===== src/rtl/poly_mem_reader.sv =====
// poly_mem_reader
// Walks a coefficient memory's read address from 0 up to a latched degree.
// Each asynchronously read coefficient goes out on a valid/ready stream
// together with its index and a last flag. The read address is registered,
// so the only combinational use of m_ready is the internal load decision.

module poly_mem_reader #(
    parameter int RAM_WIDTH     = 26,
    parameter int RAM_ADDR_BITS = 11
) (
    input  logic                     clk,
    input  logic                     rst_n,
    input  logic                     start,
    input  logic                     abort,
    input  logic [RAM_ADDR_BITS-1:0] deg,
    output logic [RAM_ADDR_BITS-1:0] read_address,
    input  logic [RAM_WIDTH-1:0]     output_data,
    output logic [RAM_WIDTH-1:0]     m_data,
    output logic [RAM_ADDR_BITS-1:0] m_index,
    output logic                     m_last,
    output logic                     m_valid,
    input  logic                     m_ready,
    output logic                     busy,
    output logic                     done
);

    typedef enum logic [1:0] {
        ST_IDLE   = 2'd0,
        ST_STREAM = 2'd1,
        ST_DONE   = 2'd2
    } state_t;

    state_t                   state_r;
    logic [RAM_ADDR_BITS-1:0] deg_q_r;
    logic [RAM_ADDR_BITS-1:0] addr_r;
    logic                     issued_all_r;
    logic [RAM_WIDTH-1:0]     m_data_r;
    logic [RAM_ADDR_BITS-1:0] m_index_r;
    logic                     m_last_r;
    logic                     m_valid_r;
    logic                     busy_r;
    logic                     done_r;

    logic                     load_s;
    logic                     accept_s;
    logic                     at_deg_s;

    // Decide whether the output slot takes a new coefficient this cycle
    always_comb begin
        load_s   = 1'b0;
        accept_s = m_valid_r & m_ready;
        at_deg_s = (addr_r == deg_q_r);
        if ((state_r == ST_STREAM) && !issued_all_r && (!m_valid_r || m_ready)) begin
            load_s = 1'b1;
        end else begin
            load_s = 1'b0;
        end
    end

    // Pass sequencing, address walk and output beat registers
    always_ff @(posedge clk or negedge rst_n) begin
        if (!rst_n) begin
            state_r      <= ST_IDLE;
            deg_q_r      <= {RAM_ADDR_BITS{1'b0}};
            addr_r       <= {RAM_ADDR_BITS{1'b0}};
            issued_all_r <= 1'b0;
            m_data_r     <= {RAM_WIDTH{1'b0}};
            m_index_r    <= {RAM_ADDR_BITS{1'b0}};
            m_last_r     <= 1'b0;
            m_valid_r    <= 1'b0;
            busy_r       <= 1'b0;
            done_r       <= 1'b0;
        end else if (abort && (state_r != ST_IDLE)) begin
            // Cancel wins over load and drain; no completion pulse
            state_r      <= ST_IDLE;
            issued_all_r <= 1'b0;
            m_valid_r    <= 1'b0;
            busy_r       <= 1'b0;
            done_r       <= 1'b0;
        end else begin
            case (state_r)
                ST_IDLE: begin
                    done_r <= 1'b0;
                    if (start) begin
                        deg_q_r      <= deg;
                        addr_r       <= {RAM_ADDR_BITS{1'b0}};
                        issued_all_r <= 1'b0;
                        busy_r       <= 1'b1;
                        state_r      <= ST_STREAM;
                    end else begin
                        state_r <= ST_IDLE;
                    end
                end
                ST_STREAM: begin
                    if (load_s) begin
                        m_data_r  <= output_data;
                        m_index_r <= addr_r;
                        m_last_r  <= at_deg_s;
                        m_valid_r <= 1'b1;
                        // Hold the address at the degree so it can never wrap
                        if (at_deg_s) begin
                            issued_all_r <= 1'b1;
                        end else begin
                            addr_r <= addr_r + {{(RAM_ADDR_BITS-1){1'b0}}, 1'b1};
                        end
                    end else if (accept_s) begin
                        m_valid_r <= 1'b0;
                        if (m_last_r) begin
                            busy_r  <= 1'b0;
                            done_r  <= 1'b1;
                            state_r <= ST_DONE;
                        end else begin
                            state_r <= ST_STREAM;
                        end
                    end else begin
                        state_r <= ST_STREAM;
                    end
                end
                ST_DONE: begin
                    done_r  <= 1'b0;
                    state_r <= ST_IDLE;
                end
                default: begin
                    state_r   <= ST_IDLE;
                    m_valid_r <= 1'b0;
                    busy_r    <= 1'b0;
                    done_r    <= 1'b0;
                end
            endcase
        end
    end

    assign read_address = addr_r;
    assign m_data       = m_data_r;
    assign m_index      = m_index_r;
    assign m_last       = m_last_r;
    assign m_valid      = m_valid_r;
    assign busy         = busy_r;
    assign done         = done_r;

endmodule


===== config.mk =====
export PLATFORM = sky130hd
export DESIGN_NAME = poly_mem_reader
export DESIGN_NICKNAME = d
export VERILOG_FILES = /design/src/rtl/poly_mem_reader.sv
export SDC_FILE = /design/constraint.sdc
export NUM_CORES = 1
export LEC_CHECK = 0
export ABC_AREA = 1
export BUFFER_PORTS_ARGS = -buffer_cell sky130_fd_sc_hd__buf_4
export CORE_MARGIN = 10
export CORE_UTILIZATION = 57
export CTS_BUF_LIST = sky130_fd_sc_hd__clkbuf_8
export DETAILED_ROUTE_END_ITERATION = 6
export GPL_TIMING_DRIVEN = 0
export PLACE_DENSITY = 0.91
export REMOVE_ABC_BUFFERS = 1
export SETUP_SLACK_MARGIN = 0.5
export SLEW_MARGIN = 20
export SYNTH_ARGS = -nofsm -noshare
export SYNTH_HDL_FRONTEND = slang
export SYNTH_SLANG_ARGS = --single-unit
export TNS_END_PERCENT = 1

===== constraint.sdc =====
create_clock -name clk -period 4.3 [get_ports clk]
set_input_delay 0.215 -clock clk [delete_from_list [all_inputs] [get_ports clk]]
set_output_delay 0.215 -clock clk [all_outputs]
set_load 0.01 [all_outputs]

==> summary.md <==
| Metric | Value |
|---|---|
| Status | finished clean |
| # H-tree levels | 3 |
| Fin cells | between 500 and 600 |
| Total placed cells including tap cells | 504 |
| Cell Int Power | between 1.5 and 2 mW |
| Setup TNS | 0 ns |
| DR iter-0 viols | 232 |
| Grt ovf | 0 |
| DR vias | 2649 |
| Max Fclk | roughly 500 MHz |
| DP HPWL | approximately 5700 um |
| First-pass GRT wire length | between 10000 and 15000 um |
| Layout cells sized above 1 | 0.284 |
| Pleak | roughly 2.1 nW |
| Maximum vdd drop | between 0.3 and 0.4 mV |
| Root Buffer | clkbuf_8 |
| Synth cell types | 27 |
| Final period util | 0.469 |
| Worst-Skew Late Latency | approximately 0.34 ns |
| Nets@finish | around 490 |
| Most frequent cells in the layout | 155 x nand2_1, 93 x buf_4, 66 x dfrtp_1 |
| Area grow syn2layout | 31.2% |
| Most common cell after layout, fill and taps aside | nand2_1 |
| DRT Pass-1 Iters | 4 |
| Initial antenna violation count | 0 |
| CP arrival | approximately 2.2 ns |
| Worst Skew | between 0.007 and 0.008 ns |
| Switching portion of total power | 0.398 |
| Final Setup Violations | 0 |
| Hold Vio Cnt, Final | 0 |
| Clock tree sinks | between 60 and 70 |
| Pre-CTS worst setup slack | about 2.4 ns |
| Warnings from Yosys | 0 |
| Syn Area/Cell | around 8.4 um^2 |
| Unrepaired setup endpoints after global routing | false |
| Post-detailed-route count of antenna-violating nets | 0 |
| Die outline width | 92.1 um |
| Clock network power share | 0.185 |
| Tmin final | 2.02 ns |
| GP Congestion | around 0.85 |
| WS Path Type | register to register |
| Pwr Density | approximately 660 mW/mm^2 |
| Max-cap violation count | 0 |
| Cell Area, Synth | approximately 0.003 mm^2 |
| Initial Util | 0.584 |
| Antenna diode count | 0 |
| Residual DRC | 0 |
| Slew headroom | 0.438 |
| WP data required | 4.52 ns |
| Drt wl/cell | approximately 15 um |
| Die Area | roughly 0.0085 mm^2 |
| Total core area | roughly 0.0051 mm^2 |
| Layout Utilization | 0.766 |
| Mapped Cells | 354 |
| Vias per cell | between 5 and 6 |
| I/O pin count | between 90 and 100 |
| Sw Pwr | just over 1 mW |
| Seq pwr share | 0.386 |
| Comb power frac | 0.428 |
| Seq/Total Area, Yosys | 0.557 |
| Min-delay worst type | input pin to register |
| TritonCTS buffer count | 9 |
| Pin count of the biggest net entering global routing | 67 |
| PortBufs | between 90 and 100 |
| Synthesis-stage register bit count | between 60 and 70 |
| Critical Path Source Type | register |
| Crit end category | register |
| CTS Buffer Depth | 2 |
| Reg clk slew, reported paths | about 0.070 ns |
| # rows | 26 |
| Setup ws final | about 2.3 ns |
| Die Span Y | a little over 90 um |
| Least-Margin Pin Slew | between 0.8 and 0.9 ns |
| Cts repair resizes | 0 |
| Slew Limit Fails | 0 |
| Routed wire length | just under 8000 um |
| CTS tree | yes |
| GR Util All Layers | 0.189 |
| Vias in the first global route | between 2000 and 3000 |
| Max FO, Critical Path | 21 |
| Filler cells | about 380 |
## state kept, by name, indices dropped and copies added, names as in the netlist
signal	cells
m_data	26
deg_q_r	11
m_index	11
read_address	11
state_r	2
busy	1
done	1
issued_all_r	1
m_last	1
m_valid	1
## per-layer routing
metal / vias up / track usage / share of wire
li1: 1293 / - / -
met1: 1240 / 0.217 / 0.39
met2: 97 / 0.322 / 0.52
met3: 19 / 0.0603 / 0.077
met4: 0 / 0.0733 / 0.019
met5: - / 0 / 0
## cell usage after synthesis
library cell,number,share of area
inv_1,23,0.029
buf_2,4,0.0068
nor3_2,1,0.0034
o21ai_1,14,0.024
nand3b_1,2,0.0051
nand4_1,5,0.011
a31oi_1,1,0.0021
nor2_2,2,0.0042
clkbuf_1,6,0.0076
nand3_1,14,0.024
buf_4,3,0.0076
buf_6,1,0.0038
mux2_2,5,0.019
nor2_4,1,0.0038
o21ai_0,3,0.0051
nand2_2,2,0.0042
dfrtp_1,66,0.56
nand2_1,155,0.20
nand3_2,1,0.0034
a21oi_1,11,0.019
ha_1,1,0.0042
nor2_1,12,0.015
xor2_1,5,0.015
inv_2,7,0.0089
xnor2_1,5,0.015
o22ai_1,1,0.0021
nor3_1,3,0.0051
## final timing paths
kind / startpoint / to / slack, ns / cells past startpoint
worst max-delay path: state_r[0] / read_address[6] / 2.28 / 6
worst min-delay path: output_data[11] / m_data[11] / 0.07 / 3
worst max register to register: state_r[0] / read_address[6] / 2.28 / 6
worst min register to register: m_data[8] / m_data[8] / 0.48 / 2
max in group asynchronous: rst_n / m_index[8] / 3.22 / 2
min in group asynchronous: rst_n / m_data[22] / 0.51 / 2
## logic make-up after synthesis
kind of cell,share of synthesized area
xor+xnor,0.0295
simple gates,0.275
flops,0.557
fa+ha+maj,0.00422
mux,0.0190
buf+inv,0.0637
compound gates,0.0515
## power by group through the flow
stage	clock (mW)	combinational (mW)	sequential [mW]
floorplan	0	0.529	1.06
global placement	0	1.03	0.984
detailed placement	0	1.10	0.994
CTS	0.478	1.11	0.983
global route	0.510	1.22	1.01
finish	0.472	1.09	0.985
## stage by stage
step | total power [mW] | area (um^2) | hold WS, ns
floorplan | 1.58 | 2890 | -0.0806
global placement | 2.01 | 3670 | 0.359
detailed placement | 2.10 | 3700 | 0.364
CTS | 2.57 | 3890 | 0.0629
global route | 2.75 | 3890 | 0.0576
finish | 2.55 | 3890 | 0.0677
## final cells by class
| type | instances | area, um^2 | share of cell area |
|---|---|---|---|
| clock buffers | 11 | 151 | 0.0389 |
| flip-flops and latches | 66 | 1650 | 0.425 |
| well taps | 70 | 87.6 | 0.0225 |
| repair buffers | 95 | 728 | 0.187 |
| clock inverters | 4 | 27.5 | 0.00708 |
| multi-input cells | 244 | 1130 | 0.290 |
| inverters | 30 | 113 | 0.0290 |
## critical path, stage by stage (launching register included)
cell and delay (ns):
dfrtp_1 0.41, nor2_1 0.24, nand2_1 0.51, a21oi_1 0.35, nand2_2 0.20, nand2_1 0.12
nand2_1 0.06
## repair_timing
action / CTS / global route
setup buffers: 0 / 0
hold endpoints to repair: 5 / 0
hold buffers: 1 / 0
(Power assumes the default switching activity.)
